==> src/rtl/rom_operand_loader.sv <==
// rom_operand_loader
// Sequencer that reads one NW-word constant block from a registered-output
// ROM and packs it into a single NW*DW operand for a downstream consumer.
//
// Handshake: op_valid rises when the operand is complete and stays high, with
// op stable, until an edge where op_valid=1 and op_ready=1. That edge
// completes the transfer. op_ready is ignored while op_valid=0. start is
// accepted only while busy=0.
//
// Read timing: the ROM samples rom_a on the edge after CEN is seen low, and
// returns data on rom_q during the following cycle. A pending flag tracks
// every read that the ROM has taken, so the capture happens one edge later.
// The flag is simply the previous cycle's CEN, inverted.

module rom_operand_loader #(
    parameter int AW = 6,
    parameter int DW = 16,
    parameter int NW = 16,
    parameter int SW = 2
) (
    input  logic             CLK,
    input  logic             rst,
    input  logic             start,
    input  logic [SW-1:0]    sel,
    output logic             busy,
    output logic             rom_cen,
    output logic [AW-1:0]    rom_a,
    input  logic [DW-1:0]    rom_q,
    output logic [NW*DW-1:0] op,
    output logic             op_valid,
    input  logic             op_ready
);

    localparam int CW = $clog2(NW);

    localparam logic [1:0] S_IDLE  = 2'd0;
    localparam logic [1:0] S_FETCH = 2'd1;
    localparam logic [1:0] S_DRAIN = 2'd2;
    localparam logic [1:0] S_HOLD  = 2'd3;

    logic [1:0]       state_q, state_d;
    logic [CW-1:0]    cnt_q,   cnt_d;
    logic             pend_q,  pend_d;
    logic             busy_q,  busy_d;
    logic             cen_q,   cen_d;
    logic [AW-1:0]    a_q,     a_d;
    logic [NW*DW-1:0] op_q,    op_d;
    logic             valid_q, valid_d;

    // Next-state logic: sequencing, address generation and operand assembly.
    always_comb begin
        state_d = state_q;
        cnt_d   = cnt_q;
        busy_d  = busy_q;
        cen_d   = cen_q;
        a_d     = a_q;
        op_d    = op_q;
        valid_d = valid_q;

        // A read was taken by the ROM at this edge if CEN was low before it.
        pend_d  = ~cen_q;

        // Shift each returned word in at the bottom, so offset 0 ends on top.
        if (pend_q && (state_q == S_FETCH || state_q == S_DRAIN)) begin
            op_d = {op_q[NW*DW-DW-1:0], rom_q};
        end

        case (state_q)
            S_IDLE: begin
                if (start) begin
                    state_d = S_FETCH;
                    busy_d  = 1'b1;
                    cnt_d   = '0;
                    cen_d   = 1'b0;
                    a_d     = {sel, {CW{1'b0}}};
                end
            end
            S_FETCH: begin
                if (cnt_q == CW'(NW - 1)) begin
                    // Last address already on the bus: stop reading, hold rom_a.
                    cen_d   = 1'b1;
                    state_d = S_DRAIN;
                end else begin
                    a_d   = a_q + AW'(1);
                    cnt_d = cnt_q + CW'(1);
                end
            end
            S_DRAIN: begin
                // The final word is captured by the shift above at this edge.
                valid_d = 1'b1;
                state_d = S_HOLD;
            end
            S_HOLD: begin
                if (valid_q && op_ready) begin
                    valid_d = 1'b0;
                    busy_d  = 1'b0;
                    state_d = S_IDLE;
                end
            end
            default: begin
                state_d = S_IDLE;
                busy_d  = 1'b0;
                cen_d   = 1'b1;
                valid_d = 1'b0;
            end
        endcase
    end

    // State registers with asynchronous reset; abort discards pending reads.
    always_ff @(posedge CLK or posedge rst) begin
        if (rst) begin
            state_q <= S_IDLE;
            cnt_q   <= '0;
            pend_q  <= 1'b0;
            busy_q  <= 1'b0;
            cen_q   <= 1'b1;
            a_q     <= '0;
            op_q    <= '0;
            valid_q <= 1'b0;
        end else begin
            state_q <= state_d;
            cnt_q   <= cnt_d;
            pend_q  <= pend_d;
            busy_q  <= busy_d;
            cen_q   <= cen_d;
            a_q     <= a_d;
            op_q    <= op_d;
            valid_q <= valid_d;
        end
    end

    assign busy     = busy_q;
    assign rom_cen  = cen_q;
    assign rom_a    = a_q;
    assign op       = op_q;
    assign op_valid = valid_q;

endmodule

==> config.mk <==
export PLATFORM = sky130hd
export DESIGN_NAME = rom_operand_loader
export DESIGN_NICKNAME = d
export VERILOG_FILES = /design/src/rtl/rom_operand_loader.sv
export SDC_FILE = /design/constraint.sdc
export NUM_CORES = 1
export LEC_CHECK = 0
export ABC_CLOCK_PERIOD_IN_PS = 11550
export CORE_UTILIZATION = 50
export CTS_BUF_LIST = sky130_fd_sc_hd__clkbuf_4
export DETAILED_ROUTE_END_ITERATION = 6
export MAX_ROUTING_LAYER = met4
export PLACE_DENSITY = 0.83
export SETUP_SLACK_MARGIN = 0.4
export SLEW_MARGIN = 20
export SYNTH_ARGS = -nofsm -noshare
export SYNTH_HDL_FRONTEND = slang
export SYNTH_SLANG_ARGS = --single-unit
export TNS_END_PERCENT = 30
==> constraint.sdc <==
create_clock -name CLK -period 11.55 [get_ports CLK]
set_input_delay 1.7325 -clock CLK [delete_from_list [all_inputs] [get_ports CLK]]
set_output_delay 1.7325 -clock CLK [all_outputs]
set_load 0.03 [all_outputs]
# == Word-level counts from Yosys, hierarchy flattened ==
# Cells that the tools add are included.
# Widths: inputs -> output; s select.
# word_totals
ff_bits,272
inputBits,22
word_cells,48
# classes
n_addsub,2
n_eq_ne,8
mux,17
bitwise_logic,1
n_reduce_logical,12
# ops
cell,n
$mux 6,2
$pmux 6 s2,1
$reduce_and 3->1,4
$mux 4,2
$pmux 2 s4,1
$pmux 4 s2,1
$add 6x1->6 const B,1
$mux 2,3
$ne 2x2->1 const B,3
$pmux 1 s2,3
$reduce_bool 2->1,3
$add 4x1->4 const B,1
$eq 2x2->1 const B,2
$eq 4x4->1 const B,1
$mux 1,4
$eq 2x1->1 const B,1
$logic_and 1x1->1,2
$logic_not 2->1,1
$ne 2x1->1 const B,1
$reduce_and 2->1,1
$logic_or 1x1->1,1
$not 1->1,1

# == Depth between registers and ports, before layout ==
# depth
word_depth,3
mapped_depth,7

# == Least setup slack after synthesis ==
# OpenSTA, ideal clock, no wires.
# synth_path
kind,input port to flip-flop
from,in start
to,reg state_q[1]
t_arrival_ps,2538
slack_ps,8887
cell_stages,4
n_path_buf,0
path_cell_list,nand2b_1 > a21boi_4 > a21boi_4 > mux2_4
# synth_via
elab_chain_cells,2
# synth_lines
item,line_no,rtl
"start, declared",23,"input logic start,"
$ne 2x2->1 (no source line),--,
$reduce_and 3->1 (no source line),--,
"end signal, assigned",121,state_q <= state_d;
"end, declared",41,"logic [1:0] state_q, state_d;"
# No other way between the ends.
# A chain may end at the register's enable or synchronous reset.

# == Worst setup path after layout ==
# layout_path
from,"reg cen_q, in the netlist rom_cen"
to,out rom_cen
# layout_lines
item,line_no,rtl
"start, declared",45,"logic cen_q, cen_d;"
"start signal, assigned",125,cen_q <= cen_d;
"end, declared",26,"output logic rom_cen,"
# No word-level cell between the ends.

==> out/results.ini <==
[run_status]
status = complete, no violations

[critical_path]
cp.buffers_inverters = 1
cp_slowest_cell = clkdlybuf4s50_1
critPathKind = reg -> out
ff2ff_path_depth = 5
worstPathArrival_ns = 1.88
cp_data_required_time_ns = 9.82
critPathLaunch = rom_cen
end_kind = output port
worst-path-max-fanout = 3
cp-endpoint = rom_cen
timing.rr.start = state_q[0]
r2r-end = op[107]
cp_top_family = buffers and inverters
crit_chain = clkdlybuf4s50_1
worstSetupStartpointType = flip-flop
reg2reg_slack_ns = 8.55
worst-path-stages = 1
critPathMaxStageDelay_ns = 0.68

[floorplanning]
die_area_mm2 = 0.02127
rows = 52
initial_core_util = 0.5113
io_pins = 287
die_h_um = 145.9
die_w_um = 145.9
core_area_mm2 = 0.02023

[logic_synthesis]
ys.flop_type = dfrtp_1
ys_seq_area_frac = 0.6580
mappedNetlistArea_mm2 = 0.01035
yosys_warnings = 0
synth_edf_count = 0
ys_types = 30
yosysTopAreaCellShare = 0.6555
yosysMostFrequentCell = dfrtp_1
synth.top_cells.by_area = dfrtp_1 (66%), mux2_2 (25%), mux2_1 (2.8%), buf_2 (1.2%), ha_1 (0.85%)
synth_common_cells = dfrtp_1 (271), mux2_2 (230), mux2_1 (26), buf_2 (25), nand2_1 (11)
syn_nets = 661
yosysTopAreaCell = dfrtp_1
syn_inst = 632
async_reset_ff_frac = 1.000
avgSynthCellArea_um2 = 16.37
ys_seq_elements = 272

[clocking]
cts.path.max_buffers = 3
numClockSinks = 272
hold_buffers = 0
htreeDepth = 3
root_buffer = clkbuf_4
ctsResizeCount = 0
post-cts-setup-buffers = 0
path_clk_slew_ns = 0.06
tritoncts = built
insertion_delay_ns = 0.66
cts_inserted_buffers = 69

[job]
cap_violations = 0

[timing]
rsz0062_at_grt = no
drv_slew = 0
finalWorstSetupSlack_ns = 7.942
final.setup.tns_ns = 0
clock-skew-final_ns = 0.03516
finalSetupViolations = 0
fmax_ghz = 0.2771
period_needed_ns = 3.608
worst_slew_pin_slew_ns = 1.098
finalCritPeriodShare = 0.3124
maxSlewHeadroom = 0.2678
hold_viol_final = 0

[layout]
nFillCells = 1405
stdcell_area_mm2 = 0.01433
regArea_mm2 = 0.006808
nets = 992
multi_input_area_mm2 = 0.003368
syn2layout_area_growth_pct = 38.49
instances_no_fill = 1276
drive_gt1_frac = 0.3476

[routing]
viasPerCell = 4.999
firstDrtPassIters = 4
drt-met1-wl_um = 9522
drcViolationCount = 0
dr_wl_met2_um = 10360
wire_per_inst_um = 17.48
routed.top_layer = met4
ant_nets = 0
routed_wl_um = 22310
wl_met3_um = 2221
drtIter0Drc = 197
vias = 6379

[placed_design]
preCtsSetupSlack_ns = 7.613
placed_cells = 1162
hpwlAfterDp_um = 15080
placed_area_mm2 = 0.01344
portBuffers = 286
place.gp.congestion = 0.8068

[global_route]
grt-ovfl-total = 0
grt_util_all_layers = 0.2238
antenna_found_initial = 1
first_global_vias = 6664
grt_pass1_wl_um = 35960
grt_max_degree = 192

[hold_path]
min_from = op[251]
hp-class = reg -> reg

per-layer routing:
layer | vias up | track usage
li1 | 2944 | -
met1 | 3158 | 0.2735
met2 | 258 | 0.3366
met3 | 19 | 0.09498
met4 | 0 | 0.07000
met5 | - | -
cell families after synthesis:
family                   count (synthesis)  share of synthesized area
flip-flops                             272                     0.6580
multiplexers                           260                     0.2835
AND/OR/NAND/NOR                         40                    0.01899
buffers and inverters                   35                    0.01717
AO/OA/AOI/OAI                           14                    0.01052
adder cells (fa/ha/maj)                  7                   0.008465
XOR/XNOR                                 4                   0.003387
layout by cell type (no fill, tap or decap), types with 3 or more instances in the layout:
cell type	n
nor2_1	10
nand2_1	10
clkbuf_4	100
o21ai_0	4
ha_1	7
mux2_1	26
dfrtp_1	271
bufinv_16	3
nand3_1	7
a21oi_1	4
clkdlybuf4s50_1	286
clkinv_1	6
mux2_2	230
inv_1	5
how the worst min path moves through the flow:
stage | to | depth (start not counted)
after global placement | pend_q | 1
after floorplan | cnt_q[1] | 2
after CTS | pend_q | 1
after detailed placement | pend_q | 1
after global routing | pend_q | 1
final | op[251] | 1
sequential cells by signal, summed over array words and instances, names as in the netlist:
name	count
op_valid	1
op	256
rom_a	6
rom_cen	1
state_q	2
pend_q	1
cnt_q	4
busy	1
stage by stage:
stage,utilization,hold slack (ns)
2_1_floorplan,-,0.4759
3_3_place_gp,0.6643,0.4742
3_5_place_dp,0.6643,0.4643
4_1_cts,0.7079,0.4877
5_1_grt,0.7080,0.5058
6_report,0.7081,0.4886
cell type report:
cell class	instances	area share
inverters	6	0.002096
clock buffers	100	0.05239
flip-flops and latches	272	0.4751
well taps	270	0.02358
diodes	2	0.0003493
repair buffers	289	0.2022
clock inverters	12	0.009169
multi-input cells	325	0.2351
Power is left out: the tool's default activity adds up to more than one toggle a clock period on the data nets, which glitch-free logic cannot reach.
